### src/rtl/neopixel_chain_driver_if.sv
// Bundle of the frame-request handshake, frame-buffer read port and serial
// line of the NeoPixel chain driver.
// Optional macro NEOPIXEL_BRIGHTNESS_EN adds the 8-bit global brightness input.
interface neopixel_chain_driver_if #(
    parameter int ADDR_W = 4
);
    logic              start;
    logic              auto_repeat;
    logic              busy;
    logic              done;
    logic [ADDR_W-1:0] pix_addr;
    logic [23:0]       pix_rdata;
    logic              dout;
`ifdef NEOPIXEL_BRIGHTNESS_EN
    logic [7:0]        brightness;

    modport master (
        output start, auto_repeat, pix_rdata, brightness,
        input  busy, done, pix_addr, dout
    );

    modport slave (
        input  start, auto_repeat, pix_rdata, brightness,
        output busy, done, pix_addr, dout
    );
`else
    modport master (
        output start, auto_repeat, pix_rdata,
        input  busy, done, pix_addr, dout
    );

    modport slave (
        input  start, auto_repeat, pix_rdata,
        output busy, done, pix_addr, dout
    );
`endif
endinterface

### src/rtl/neopixel_chain_driver.sv
// WS2812 / NeoPixel chain driver: streams NUM_PIXELS 24-bit GRB words, fetched
// from an external frame buffer, as gapless bit cells of BIT_CYC clocks, then
// holds the line low for RESET_CYC clocks so the chain latches the frame.
// Optional macro NEOPIXEL_BRIGHTNESS_EN scales every colour channel by a global
// brightness value captured at the start of each frame.
module neopixel_chain_driver #(
    parameter int NUM_PIXELS = 12,
    parameter int ADDR_W     = 4,
    parameter int BIT_CYC    = 60,
    parameter int T0H_CYC    = 20,
    parameter int T1H_CYC    = 40,
    parameter int RESET_CYC  = 2880
) (
    input logic                   clk,
    input logic                   reset,
    neopixel_chain_driver_if.slave bus
);

    localparam int CELL_W = (BIT_CYC > 1) ? $clog2(BIT_CYC) : 1;
    localparam int LAT_W  = (RESET_CYC > 1) ? $clog2(RESET_CYC) : 1;

    localparam logic [CELL_W-1:0] CELL_LAST = CELL_W'(BIT_CYC - 1);
    localparam logic [CELL_W-1:0] T0H_L     = CELL_W'(T0H_CYC);
    localparam logic [CELL_W-1:0] T1H_L     = CELL_W'(T1H_CYC);
    localparam logic [LAT_W-1:0]  LAT_LAST  = LAT_W'(RESET_CYC - 1);
    localparam logic [ADDR_W-1:0] LAST_PIX  = ADDR_W'(NUM_PIXELS - 1);
    localparam logic [4:0]        MSB_IDX   = 5'd23;

    // Reject timing sets that cannot produce a valid 0/1 distinction.
    generate
        if (!(T0H_CYC < T1H_CYC && T1H_CYC < BIT_CYC && BIT_CYC >= 3 &&
              NUM_PIXELS >= 1 && RESET_CYC >= 1 &&
              (2 ** ADDR_W) >= NUM_PIXELS)) begin : g_param_check
            $error("neopixel_chain_driver: invalid parameter set");
        end
    endgenerate

    typedef enum logic [1:0] {
        IDLE  = 2'd0,
        LOAD  = 2'd1,
        SEND  = 2'd2,
        LATCH = 2'd3
    } state_t;

    state_t            state,      state_nx;
    logic [23:0]       shreg,      shreg_nx;
    logic [4:0]        bit_idx,    bit_idx_nx;
    logic [CELL_W-1:0] cell_cnt,   cell_cnt_nx;
    logic [ADDR_W-1:0] pix_idx,    pix_idx_nx;
    logic [ADDR_W-1:0] pix_addr_q, pix_addr_nx;
    logic [LAT_W-1:0]  lat_cnt,    lat_cnt_nx;
    logic              busy_q,     busy_nx;
    logic              done_q,     done_nx;

    logic [23:0]       load_word;

`ifdef NEOPIXEL_BRIGHTNESS_EN
    logic [7:0] bright_q;
    logic [7:0] bright_use;

    function automatic logic [7:0] scale_ch(input logic [7:0] c, input logic [7:0] b);
        logic [15:0] prod;
        prod = {8'd0, c} * ({8'd0, b} + 16'd1);
        return prod[15:8];
    endfunction

    // The LOAD cycle uses the live input so the very first pixel already sees
    // this frame's brightness; later pixels reuse the captured copy.
    assign bright_use = (state == LOAD) ? bus.brightness : bright_q;

    assign load_word = {scale_ch(bus.pix_rdata[23:16], bright_use),
                        scale_ch(bus.pix_rdata[15:8],  bright_use),
                        scale_ch(bus.pix_rdata[7:0],   bright_use)};

    // Capture brightness once per frame so it cannot change mid-frame.
    always_ff @(posedge clk or posedge reset) begin
        if (reset) begin
            bright_q <= 8'd0;
        end else if (state == LOAD) begin
            bright_q <= bus.brightness;
        end
    end
`else
    assign load_word = bus.pix_rdata;
`endif

    // State and datapath registers; reset returns everything to a quiet IDLE.
    always_ff @(posedge clk or posedge reset) begin
        if (reset) begin
            state      <= IDLE;
            shreg      <= '0;
            bit_idx    <= '0;
            cell_cnt   <= '0;
            pix_idx    <= '0;
            pix_addr_q <= '0;
            lat_cnt    <= '0;
            busy_q     <= 1'b0;
            done_q     <= 1'b0;
        end else begin
            state      <= state_nx;
            shreg      <= shreg_nx;
            bit_idx    <= bit_idx_nx;
            cell_cnt   <= cell_cnt_nx;
            pix_idx    <= pix_idx_nx;
            pix_addr_q <= pix_addr_nx;
            lat_cnt    <= lat_cnt_nx;
            busy_q     <= busy_nx;
            done_q     <= done_nx;
        end
    end

    // Next-state logic: frame sequencing, bit-cell timing and address prefetch.
    always_comb begin
        state_nx    = state;
        shreg_nx    = shreg;
        bit_idx_nx  = bit_idx;
        cell_cnt_nx = cell_cnt;
        pix_idx_nx  = pix_idx;
        pix_addr_nx = pix_addr_q;
        lat_cnt_nx  = lat_cnt;
        busy_nx     = busy_q;
        done_nx     = 1'b0;

        case (state)
            IDLE: begin
                if (bus.start) begin
                    state_nx    = LOAD;
                    pix_addr_nx = '0;
                    busy_nx     = 1'b1;
                end
            end

            LOAD: begin
                shreg_nx    = load_word;
                bit_idx_nx  = MSB_IDX;
                cell_cnt_nx = '0;
                pix_idx_nx  = '0;
                state_nx    = SEND;
            end

            SEND: begin
                // Fetch the next pixel a whole bit cell ahead of the boundary,
                // leaving the buffer's read latency plenty of slack.
                if (bit_idx == 5'd0 && cell_cnt == '0 && pix_idx != LAST_PIX) begin
                    pix_addr_nx = pix_idx + ADDR_W'(1);
                end
                if (cell_cnt == CELL_LAST) begin
                    cell_cnt_nx = '0;
                    if (bit_idx == 5'd0) begin
                        if (pix_idx == LAST_PIX) begin
                            state_nx   = LATCH;
                            lat_cnt_nx = '0;
                        end else begin
                            shreg_nx   = load_word;
                            pix_idx_nx = pix_idx + ADDR_W'(1);
                            bit_idx_nx = MSB_IDX;
                        end
                    end else begin
                        bit_idx_nx = bit_idx - 5'd1;
                        shreg_nx   = {shreg[22:0], 1'b0};
                    end
                end else begin
                    cell_cnt_nx = cell_cnt + CELL_W'(1);
                end
            end

            LATCH: begin
                if (lat_cnt == LAT_LAST) begin
                    done_nx = 1'b1;
                    if (bus.auto_repeat) begin
                        pix_addr_nx = '0;
                        state_nx    = LOAD;
                    end else begin
                        state_nx = IDLE;
                        busy_nx  = 1'b0;
                    end
                end else begin
                    lat_cnt_nx = lat_cnt + LAT_W'(1);
                end
            end

            default: begin
                state_nx = IDLE;
                busy_nx  = 1'b0;
            end
        endcase
    end

    // The line is driven purely from registers, so an asynchronous reset
    // pulls it low at once; the shift register MSB is the bit on the wire.
    assign bus.dout     = (state == SEND) && (cell_cnt < (shreg[23] ? T1H_L : T0H_L));
    assign bus.busy     = busy_q;
    assign bus.done     = done_q;
    assign bus.pix_addr = pix_addr_q;

endmodule

### src/flat_wrapper.sv
// flat-port wrapper written by rule: the top's interface ports become plain ports
module neopixel_chain_driver_flat 
#(
    parameter int NUM_PIXELS = 12,
    parameter int ADDR_W     = 4,
    parameter int BIT_CYC    = 60,
    parameter int T0H_CYC    = 20,
    parameter int T1H_CYC    = 40,
    parameter int RESET_CYC  = 2880
)
  (clk, reset, bus_start, bus_auto_repeat, bus_pix_rdata, bus_busy, bus_done, bus_pix_addr, bus_dout);
  neopixel_chain_driver_if #(.ADDR_W(ADDR_W)) bus_i ();
  input logic clk;
  input logic reset;
  input wire logic [$bits(bus_i.start)-1:0] bus_start;
  input wire logic [$bits(bus_i.auto_repeat)-1:0] bus_auto_repeat;
  input wire logic [$bits(bus_i.pix_rdata)-1:0] bus_pix_rdata;
  output wire logic [$bits(bus_i.busy)-1:0] bus_busy;
  output wire logic [$bits(bus_i.done)-1:0] bus_done;
  output wire logic [$bits(bus_i.pix_addr)-1:0] bus_pix_addr;
  output wire logic [$bits(bus_i.dout)-1:0] bus_dout;
  assign bus_i.start = bus_start;
  assign bus_i.auto_repeat = bus_auto_repeat;
  assign bus_i.pix_rdata = bus_pix_rdata;
  assign bus_busy = bus_i.busy;
  assign bus_done = bus_i.done;
  assign bus_pix_addr = bus_i.pix_addr;
  assign bus_dout = bus_i.dout;
  neopixel_chain_driver #(.NUM_PIXELS(NUM_PIXELS), .ADDR_W(ADDR_W), .BIT_CYC(BIT_CYC), .T0H_CYC(T0H_CYC), .T1H_CYC(T1H_CYC), .RESET_CYC(RESET_CYC)) u_core (.clk(clk), .reset(reset), .bus(bus_i));
endmodule
### config.mk
export PLATFORM = sky130hd
export DESIGN_NAME = neopixel_chain_driver_flat
export DESIGN_NICKNAME = d
export VERILOG_FILES = /design/src/rtl/neopixel_chain_driver_if.sv /design/src/rtl/neopixel_chain_driver.sv /design/src/flat_wrapper.sv
export SDC_FILE = /design/constraint.sdc
export NUM_CORES = 1
export LEC_CHECK = 0
export ABC_AREA = 1
export ABC_CLOCK_PERIOD_IN_PS = 1980
export CORE_MARGIN = 2
export CORE_UTILIZATION = 40
export CTS_CLUSTER_DIAMETER = 80
export DETAILED_ROUTE_END_ITERATION = 12
export DONT_BUFFER_PORTS = 1
export PLACE_DENSITY_LB_ADDON = 0.25
export RECOVER_POWER = 50
export SETUP_SLACK_MARGIN = 0.1
export SYNTH_ARGS = -nofsm -noshare
export SYNTH_HDL_FRONTEND = slang
export SYNTH_SLANG_ARGS = --single-unit
### constraint.sdc
create_clock -name clk -period 1.98 [get_ports clk]
set_input_delay 0.198 -clock clk [delete_from_list [all_inputs] [get_ports clk]]
set_output_delay 0.198 -clock clk [all_outputs]
set_load 0.05 [all_outputs]
==> metrics.md <==
| Metric | Value |
|---|---|
| Final Slew Violations | `0` |
| Area Growth Syn to Fin | `11.8%` |
| Die height | `96.2 um` |
| Dominant cell type by area after synthesis | `dfrtp_1` |
| Post-route cell area | `3800 um2` |
| Die area | `9260 um2` |
| Area of the mapped netlist | `3400 um2` |
| Worst skew pair latency | `330 ps` |
| Pwr Total | `0.00565 W` |
| WP data required | `1780 ps` |
| Worst EP arrival | `1650 ps` |
| Top cell type's share of synthesized area | `43.4%` |
| CTS tree | `yes` |
| Pleak | `1.85 nW` |
| Worst setup path category | `flop to output port` |
| All-Layer GR Usage | `17.1%` |
| Clock tree root driver cell | `clkbuf_8` |
| Initial DRC count | `87` |
| Nets | `500` |
| Cells after Synth | `444` |
| Num CTS Buffers | `9` |
| EDFF count, synth | `0` |
| Port Buffers | `0` |
| Worst-margin pin slew | `1330 ps` |
| Final period util | `93.5%` |
| Startpoint types | `flop` |
| Slew margin rel. | `11.6%` |
| Final GP Congestion | `0.811` |
| Max Buffers Root-to-Sink | `2` |
| H-tree Lvls | `3` |
| Maximum fanout along the worst path | `3` |
| Total congestion overflow | `0` |
| Clock sink total | `59` |
| Count of cell types in the netlist | `33` |
| Synth top cells by count | `135 x nand2_1, 59 x dfrtp_1, 56 x inv_1` |
| Setup WS pre-CTS | `38.0 ps` |
| Dpl hpwl | `4720 um` |
| Most frequent cell after synthesis | `nand2_1` |
| DIE WIDTH | `96.2 um` |
| Register Area | `1480 um2` |
| Drt wl/cell | `12.5 um` |
| Hold Violations, Final | `0` |
| Setup TNS | `0 ps` |
| Sequential fraction of the synthesis area | `43.4%` |
| Worst IR Drop VDD | `0.000962 V` |
| Asr flop ratio synth | `100%` |
| Final ANT Viol Nets | `0` |
| Initial antenna violation count | `0` |
| Status | `complete, no violations` |
| Power Density | `1490 nW/um2` |
| Vias in the first global route | `2773` |
| Fill cell count | `832` |
| Final Setup Violations | `0` |
| Pin count of the biggest net entering global routing | `60` |
| Hold Crit Class | `input port to flop` |
| Vias per inst | `4.86` |
| Top cells by area, synth | `dfrtp_1 43%, nand2_1 15%, o21ai_0 7.2%` |
| Cell Rows | `33` |
| # diodes | `0` |
| Post-route minimum period | `1850 ps` |
| Core area | `8220 um2` |
| Clock skew | `11.2 ps` |
| Worst Setup End Kind | `output port` |
| Synth Warn # | `0` |
| Ports | `35` |
| Inst Count DP | `544` |
| Fin cells | `568` |
| First-pass GRT wire length | `12300 um` |
| PnR worst setup slack | `129 ps` |
| DRT Pass-1 Iters | `4` |
| Initial Util | `41.4%` |
| Layout cells sized above 1 | `13.2%` |
| Post-route DRC | `0` |
| Achievable Freq | `540 MHz` |
| Area of the multi-input gates | `1650 um2` |
| Vias | `2758` |
| Dpl cell area | `3510 um2` |
| RSZ-0062 raised after global routing | `yes` |
| Max-Cap Viols | `0` |
| Synth Flop Type | `dfrtp_1` |
| #FFs+latches synth | `59` |
| Syn nets | `485` |
| Routed WL | `7120 um` |
| Clock transition at path regs | `70 ps` |
| Avg Inst Size Synth | `7.67 um2` |
==> sequential cells by signal (all words and copies together) (netlist names) <==
| register | cells |
|---|---|
| u_core.bit_idx | 5 |
| u_core.lat_cnt | 12 |
| u_core.cell_cnt | 6 |
| u_core.shreg | 24 |
| u_core.bus.busy | 1 |
| u_core.bus.pix_addr | 4 |
| u_core.pix_idx | 4 |
| u_core.bus.done | 1 |
| u_core.state | 2 |
==> power breakdown <==
group	internal, W	total (W)	switching, W
logic	0.000941	0.00276	0.00182
clock network	0.000546	0.000999	0.000453
registers	0.00161	0.00189	0.000282
total	0.00310	0.00565	0.00256
==> critical path, stage by stage, from the launching register on <==
cell and delay (ps):
dfrtp_1 410, inv_2 100, ha_4 190, o21a_1 90, o211ai_1 160, nand2_1 80, nor2_2 130, buf_6 170
==> per-layer routing <==
metal  global-route usage (%)  wire length (um)
met1                     21.3              3400
met2                     28.6              3410
met3                     4.54               250
met4                     5.60                68
met5                        0                 0
==> final cells by class <==
class	instances	area share [%]
multi-input cells	313	43.3
repair buffers	15	3.72
flip-flops and latches	59	38.8
clock buffers	13	4.44
clock inverters	2	0.263
inverters	61	6.02
well taps	105	3.45
==> repair_timing <==
action,4_1_cts,5_1_grt
endpoints found under the hold margin,59,0
pin swaps,2,6
setup endpoints to repair,9,50
buffers inserted,1,4
resized for setup,3,8
hold buffers,1,0
cloned,1,2
==> cell families after synthesis <==
kind of cell               share of synthesized area [%]
AOI/OAI and AO/OA                                   12.4
xor gates and xnor gates                            2.06
adders and majority gates                           4.78
buffers and inverters                               10.2
DFF                                                 43.4
and+or+nand+nor                                     27.2
==> stage by stage <==
| stage | hold slack (ps) | utilization (%) |
|---|---|---|
| floorplan | 347 | - |
| finish | 20.6 | 46.3 |
| global route | 12.7 | 46.3 |
| CTS | 0.318 | 45.3 |
| detailed placement | 174 | 42.7 |
| global placement | 175 | 42.7 |
==> final timing paths <==
path,from,end,slack (ps),cells after the start
min reg2reg,u_core.shreg[22],u_core.shreg[22],480,2
max,u_core.shreg[23],bus_dout,130,7
max in group asynchronous,reset,u_core.pix_idx[2],400,3
min in group asynchronous,reset,u_core.shreg[16],760,3
min,bus_pix_rdata[0],u_core.shreg[0],20,2
max reg2reg,u_core.bit_idx[0],u_core.lat_cnt[0],260,10
==> layout by cell type, fill, tap and decap left out, drive strengths merged, types with 2 or more instances in the layout <==
| cell type | instances |
|---|---|
| dfrtp | 59 |
| o21ai | 69 |
| o21bai | 3 |
| xnor2 | 3 |
| buf | 14 |
| nand4 | 7 |
| nor2 | 35 |
| a21oi | 4 |
| nand2 | 137 |
| nor3 | 5 |
| clkbuf | 13 |
| ha | 13 |
| nand3 | 25 |
| clkinv | 3 |
| inv | 60 |
| xor2 | 5 |
| or2 | 2 |
Note: power is estimated with default switching activity, not from simulation.
